<file path="config.mk">
export PLATFORM = sky130hd
export DESIGN_NAME = pipe_stage_reg_flat
export DESIGN_NICKNAME = d
export VERILOG_FILES = /design/src/rtl/pipe_stage_reg_if.sv /design/src/rtl/pipe_stage_reg.sv /design/src/flat_wrapper.sv
export SDC_FILE = /design/constraint.sdc
export NUM_CORES = 1
export LEC_CHECK = 0
export ABC_CLOCK_PERIOD_IN_PS = 3050
export BUFFER_PORTS_ARGS = -buffer_cell sky130_fd_sc_hd__buf_4
export CAP_MARGIN = 10
export CORE_ASPECT_RATIO = 1.1
export CORE_MARGIN = 4
export CORE_UTILIZATION = 40
export DETAILED_ROUTE_END_ITERATION = 6
export PLACE_DENSITY_LB_ADDON = 0.15
export SLEW_MARGIN = 10
export SYNTH_ARGS = -nofsm -noshare
export SYNTH_HDL_FRONTEND = slang
export SYNTH_SLANG_ARGS = --single-unit
export TNS_END_PERCENT = 20
</file>
<file path="constraint.sdc">
create_clock -name clk -period 3.05 [get_ports clk]
set_input_delay 0.305 -clock clk [delete_from_list [all_inputs] [get_ports clk]]
set_output_delay 0.305 -clock clk [all_outputs]
set_load 0.005 [all_outputs]
</file>
<file path="src/rtl/pipe_stage_reg_if.sv">
// Pipeline boundary bus: stall/flush control plus per-lane valid and payload in both directions.
interface pipe_stage_reg_if #(
    parameter int unsigned LANES   = 1,
    parameter int unsigned DATA_W  = 64,
    parameter int unsigned STALL_W = 6
);
    logic [STALL_W-1:0]      stall;
    logic                    flush;
    logic [LANES-1:0]        in_valid;
    logic [LANES*DATA_W-1:0] in_data;
    logic [LANES-1:0]        out_valid;
    logic [LANES*DATA_W-1:0] out_data;

    modport master (
        output stall, flush, in_valid, in_data,
        input  out_valid, out_data
    );

    modport slave (
        input  stall, flush, in_valid, in_data,
        output out_valid, out_data
    );
endinterface

</file>
<file path="src/rtl/pipe_stage_reg.sv">
// Parametrised pipeline boundary register with stall/bubble/hold/flush handling and
// saturating debug statistics (bubble count, hold count, sticky hold timeout).
module pipe_stage_reg #(
    parameter int unsigned DATA_W     = 64,
    parameter int unsigned LANES      = 1,
    parameter int unsigned STALL_W    = 6,
    parameter int unsigned STAGE      = 1,
    parameter int unsigned CNT_W      = 16,
    parameter int unsigned HOLD_LIMIT = 255
) (
    input  logic             clk,
    input  logic             rst,
    pipe_stage_reg_if.slave  bus,
    input  logic             clr_stats_i,
    output logic [1:0]       state_o,
    output logic [CNT_W-1:0] bubble_cnt_o,
    output logic [CNT_W-1:0] hold_cnt_o,
    output logic             hold_timeout_o
);

    typedef enum logic [1:0] {
        ActRun    = 2'd0,
        ActHold   = 2'd1,
        ActBubble = 2'd2,
        ActFlush  = 2'd3
    } act_e;

    localparam logic [CNT_W-1:0] CntMax  = '1;
    localparam logic [CNT_W-1:0] HoldLim = CNT_W'(HOLD_LIMIT);

    act_e                    act_d, act_q;
    logic [LANES-1:0]        valid_d, valid_q;
    logic [LANES*DATA_W-1:0] data_d, data_q;
    logic [CNT_W-1:0]        bubble_cnt_d, bubble_cnt_q;
    logic [CNT_W-1:0]        hold_cnt_d, hold_cnt_q;
    logic [CNT_W-1:0]        hold_run_d, hold_run_q;
    logic                    timeout_d, timeout_q;
    logic                    up, dn;

    // Only two bits of the shared stall vector concern this boundary.
    logic unused_stall;
    assign unused_stall = ^bus.stall;

    assign up = bus.stall[STAGE];
    assign dn = bus.stall[STAGE+1];

    always_comb begin
        act_d = ActRun;
        if (bus.flush) begin
            act_d = ActFlush;
        end else if (up && !dn) begin
            act_d = ActBubble;
        end else if (dn) begin
            // up=0/dn=1 is illegal from ctrl and is folded into HOLD.
            act_d = ActHold;
        end
    end

    always_comb begin
        valid_d = valid_q;
        data_d  = data_q;
        unique case (act_d)
            ActFlush, ActBubble: begin
                valid_d = '0;
                data_d  = '0;
            end
            ActHold: begin
                valid_d = valid_q;
                data_d  = data_q;
            end
            default: begin
                valid_d = bus.in_valid;
                for (int i = 0; i < int'(LANES); i++) begin
                    data_d[i*DATA_W +: DATA_W] =
                        bus.in_valid[i] ? bus.in_data[i*DATA_W +: DATA_W] : '0;
                end
            end
        endcase
    end

    always_comb begin
        hold_run_d   = '0;
        bubble_cnt_d = bubble_cnt_q;
        hold_cnt_d   = hold_cnt_q;
        timeout_d    = timeout_q;

        if (act_d == ActHold) begin
            hold_run_d = (hold_run_q == HoldLim) ? HoldLim : hold_run_q + 1'b1;
            if (hold_cnt_q != CntMax) begin
                hold_cnt_d = hold_cnt_q + 1'b1;
            end
            // Also re-arms after a clear while the run sits at the limit.
            if (hold_run_d == HoldLim) begin
                timeout_d = 1'b1;
            end
        end

        if (act_d == ActBubble && bubble_cnt_q != CntMax) begin
            bubble_cnt_d = bubble_cnt_q + 1'b1;
        end

        if (clr_stats_i) begin
            bubble_cnt_d = '0;
            hold_cnt_d   = '0;
            timeout_d    = 1'b0;
        end
    end

    always_ff @(posedge clk) begin
        if (rst) begin
            act_q        <= ActRun;
            valid_q      <= '0;
            data_q       <= '0;
            bubble_cnt_q <= '0;
            hold_cnt_q   <= '0;
            hold_run_q   <= '0;
            timeout_q    <= 1'b0;
        end else begin
            act_q        <= act_d;
            valid_q      <= valid_d;
            data_q       <= data_d;
            bubble_cnt_q <= bubble_cnt_d;
            hold_cnt_q   <= hold_cnt_d;
            hold_run_q   <= hold_run_d;
            timeout_q    <= timeout_d;
        end
    end

    assign bus.out_valid  = valid_q;
    assign bus.out_data   = data_q;
    assign state_o        = act_q;
    assign bubble_cnt_o   = bubble_cnt_q;
    assign hold_cnt_o     = hold_cnt_q;
    assign hold_timeout_o = timeout_q;

endmodule

</file>
<file path="src/flat_wrapper.sv">
// flat-port wrapper written by rule: the top's interface ports become plain ports
module pipe_stage_reg_flat 
#(
    parameter int unsigned DATA_W     = 64,
    parameter int unsigned LANES      = 1,
    parameter int unsigned STALL_W    = 6,
    parameter int unsigned STAGE      = 1,
    parameter int unsigned CNT_W      = 16,
    parameter int unsigned HOLD_LIMIT = 255
)
  (clk, rst, clr_stats_i, state_o, bubble_cnt_o, hold_cnt_o, hold_timeout_o, bus_stall, bus_flush, bus_in_valid, bus_in_data, bus_out_valid, bus_out_data);
  pipe_stage_reg_if #(.LANES(LANES), .DATA_W(DATA_W), .STALL_W(STALL_W)) bus_i ();
  input  logic clk;
  input  logic rst;
  input  logic clr_stats_i;
  output logic [1:0] state_o;
  output logic [CNT_W-1:0] bubble_cnt_o;
  output logic [CNT_W-1:0] hold_cnt_o;
  output logic hold_timeout_o;
  input wire logic [$bits(bus_i.stall)-1:0] bus_stall;
  input wire logic [$bits(bus_i.flush)-1:0] bus_flush;
  input wire logic [$bits(bus_i.in_valid)-1:0] bus_in_valid;
  input wire logic [$bits(bus_i.in_data)-1:0] bus_in_data;
  output wire logic [$bits(bus_i.out_valid)-1:0] bus_out_valid;
  output wire logic [$bits(bus_i.out_data)-1:0] bus_out_data;
  assign bus_i.stall = bus_stall;
  assign bus_i.flush = bus_flush;
  assign bus_i.in_valid = bus_in_valid;
  assign bus_i.in_data = bus_in_data;
  assign bus_out_valid = bus_i.out_valid;
  assign bus_out_data = bus_i.out_data;
  pipe_stage_reg #(.DATA_W(DATA_W), .LANES(LANES), .STALL_W(STALL_W), .STAGE(STAGE), .CNT_W(CNT_W), .HOLD_LIMIT(HOLD_LIMIT)) u_core (.clk(clk), .rst(rst), .bus(bus_i), .clr_stats_i(clr_stats_i), .state_o(state_o), .bubble_cnt_o(bubble_cnt_o), .hold_cnt_o(hold_cnt_o), .hold_timeout_o(hold_timeout_o));
endmodule
</file>
==> summary.md <==
| Metric | Value |
|---|---|
| CTS Buf Count | 17 |
| # placed instances | between 700 and 800 |
| Crit path buffers/inverters | 0 |
| Setup_tns | 0 ns |
| Syn nets | between 500 and 600 |
| Vias | slightly below 4k |
| Synthesized cell area | 4530 µm² |
| Fillers | roughly 960 |
| Worst-Margin Slew | about 0.7 ns |
| Non-Filler Instances | 766 |
| Multi-input gate area | a little over 2000 µm² |
| Share of post-route cells with drive strength above 1 | between 30% and 40% |
| Total Wirelength | approximately 12 mm |
| Compound-Gate Fraction of Synth Area | between 15 and 20% |
| DRC violations left | 0 |
| Max Freq | about 530 MHz |
| Hold buffer count at cts | 0 |
| Initial antenna violation count | 0 |
| Chip width | about 110 µm |
| Xor and xnor area share after synthesis | 7.54% |
| I/O Buffers | 170 |
| Slew Limit Fails | 0 |
| Status | completed |
| Post-DP HPWL | approximately 8.6 mm |
| Final period util | approximately 62% |
| Mux contribution to synthesized area | a little over 1% |
| Register area share after synthesis | roughly 51% |
| Synth Instances | ~440 |
| Reg clk slew, reported paths | roughly 0.06 ns |
| GRT Overall Usage | between 15 and 20% |
| Crit path cell chain | ha_1 -> and4_1 -> nand4_1 -> nand2_1 -> nor2_1 |
| Final net count | 686 |
| Largest family of logic cells by synthesized area | simple AND/OR/NAND/NOR gates |
| Ys flop type | dfxtp_1 |
| GPL Wtd Cong | 0.836 |
| Post-route ant nets | 0 |
| Max-Cap Viols | 0 |
| Pwr dens | 570 nW/µm² |
| Synth Area in Simple Gates | around 19% |
| Antenna Cells | 0 |
| Final Hold Viols | 0 |
| Routed length per instance | 15.7 µm |
| Chip height | between 100 and 150 µm |
| Slew margin rel. | between 50% and 60% |
| Synth Area per Inst | approximately 10 µm² |
| PostCTS Resize Cnt | 0 |
| Worst-Skew Late Latency | ~0.40 ns |
| Post-synthesis async set-or-reset flop share | 0% |
| Number of synthesized flops with an enable pin | 0 |
| CTS tree | yes |
| Post-synthesis cell type count | 54 |
| Row count | 40 |
| Delay-heaviest family, CP | simple AND/OR/NAND/NOR gates |
| CP Launch Type | register |
| Setup Buffers After CTS | 0 |
| Clk sinks | 116 |
| Avg Vias per Cell | 5.16 |
| Post-layout min period | 1.90 ns |
| Initial Utilization | between 40% and 50% |
| Adder-cell share of the synthesized area | less than 1% |
| Worst hold path type | primary input to register |
| Critical Path Sink Type | register |
| Clock Skews | between 0.01 and 0.015 ns |
| Max stage delay on crit path | 0.44 ns |
| Clock Path Buffers | 2 |
| WS Path Type | register to register |
| Global route overflow | 0 |
| CP max FO | 9 |
| Die area | roughly 13000 µm² |
| Pleak | 2.77 nW |
| Root buffer cell | clkbuf_16 |
| Hold WS | roughly 0.11 ns |
| Ys Warns | 0 |
| First-pass GRT wire length | ~19 mm |
| VDD IR max | 0.346 mV |
| Storage cell area | between 2000 and 2500 µm² |
| Layout Area Growth over Synthesis | 43.9% |
| Final setup fails | 0 |
| 1st-pass router iterations | 4 |
| Core Area | around 11000 µm² |
| Slowest cell on crit path | dfxtp_1 |
| Pin count of the biggest net entering global routing | between 60 and 70 |
| H-tree depth | 4 |
| Iter 0 DRT Violations | roughly 170 |
| IO Pins | between 150 and 200 |
| RSZ-0062 raised after global routing | false |
| Vias in the first global route | 3897 |
| Worst EP required | 3.34 ns |
| Register bit count reported by yosys | 116 |
| Tot Pwr | 3.72 mW |
| CP Data Arrival Time | ~2.2 ns |
==> synthesized netlist by cell type, drive strengths merged, types with 2 or more instances <==
cell     instances  share of area, %
o21ai            6              0.75
mux2             2              0.58
xnor2           18               3.5
clkbuf          15               1.2
nor3b            5               1.0
o2111ai          2              0.39
nand4           20               3.2
a21oi           11               1.2
a31oi            3              0.41
nand3           12               1.3
nand2           20               1.7
mux2i            2              0.44
inv              6              0.50
and3             9               1.2
a22o            64                12
o211ai           3              0.50
nor2            49               4.1
ha               3              0.83
nor3             8              0.99
nor4             8               1.7
dfxtp          116                51
buf             12               1.4
and4             7               1.4
and2             3              0.44
xor2            21               4.1
==> power breakdown <==
| group | internal (mW) | leakage [nW] | switching, mW | total [mW] |
|---|---|---|---|---|
| Sequential | 1.53 | 0.936 | 0.00969 | 1.54 |
| Clock | 1.36 | 0.293 | 0.672 | 2.03 |
| Combinational | 0.0899 | 1.55 | 0.0590 | 0.149 |
==> layout by cell type (no fill, tap or decap), types with 7 or more instances in the layout <==
| master | count |
|---|---|
| nand2_1 | 20 |
| clkbuf_16 | 17 |
| nand4_1 | 18 |
| buf_4 | 172 |
| xnor2_1 | 18 |
| and4_1 | 7 |
| and3_1 | 8 |
| nor2_1 | 49 |
| xor2_1 | 21 |
| nand3_1 | 12 |
| dfxtp_1 | 116 |
| a21oi_1 | 11 |
| a22o_1 | 64 |
==> final timing paths <==
| check | start | to | slack [ns] | depth (start not counted) |
|---|---|---|---|---|
| min reg2reg | u_core.bus.out_valid | u_core.bus.out_valid | 0.45 | 1 |
| max reg2reg | u_core.hold_run_q[0] | u_core.hold_run_q[13] | 1.15 | 5 |
| min | bus_in_data[29] | u_core.bus.out_data[29] | 0.11 | 2 |
| max | u_core.hold_run_q[0] | u_core.hold_run_q[13] | 1.15 | 5 |
==> cell type report <==
class                      count  share of cell area [%]
timing repair buffer         173                    20.1
clock inverter                 9                    1.96
inverter                       6                   0.345
tap                          147                    2.82
clock buffer                  21                    7.36
multi-input combinational    294                    31.8
sequential                   116                    35.6
==> state kept, by name, summed over array words and instances (netlist names) <==
register,count
u_core.hold_cnt_o,16
u_core.hold_timeout_o,1
u_core.bus.out_valid,1
u_core.state_o,2
u_core.bus.out_data,64
u_core.bubble_cnt_o,16
u_core.hold_run_q,16
==> through the flow <==
stage          setup WS [ns]  util (%)  cell area, µm²
2_1_floorplan           1.39         -            4530
3_3_place_gp            1.19      53.7            5920
3_5_place_dp            1.17      53.7            5920
4_1_cts                 1.16      59.3            6520
5_1_grt                0.995      59.3            6520
6_report                1.15      59.3            6520
==> metal layers <==
| metal | global-route usage, % | wire (µm) | vias up | part of all wire, % |
|---|---|---|---|---|
| met3 | 8.45 | 1110 | 14 | 9.3 |
| met1 | 21.9 | 4870 | 1835 | 41 |
| met2 | 29.9 | 5890 | 142 | 49 |
| met4 | 6.00 | 119 | 0 | 0.99 |
| li1 | - | - | 1959 | - |
| met5 | 0 | 0 | - | 0 |
==> kinds of logic after synthesis <==
| family | after synthesis |
|---|---|
| compound gates | 96 |
| flops | 116 |
| fa+ha+maj | 3 |
| buf+inv | 33 |
| simple gates | 152 |
| mux | 4 |
| xor+xnor | 39 |
(Power assumes the default switching activity.)
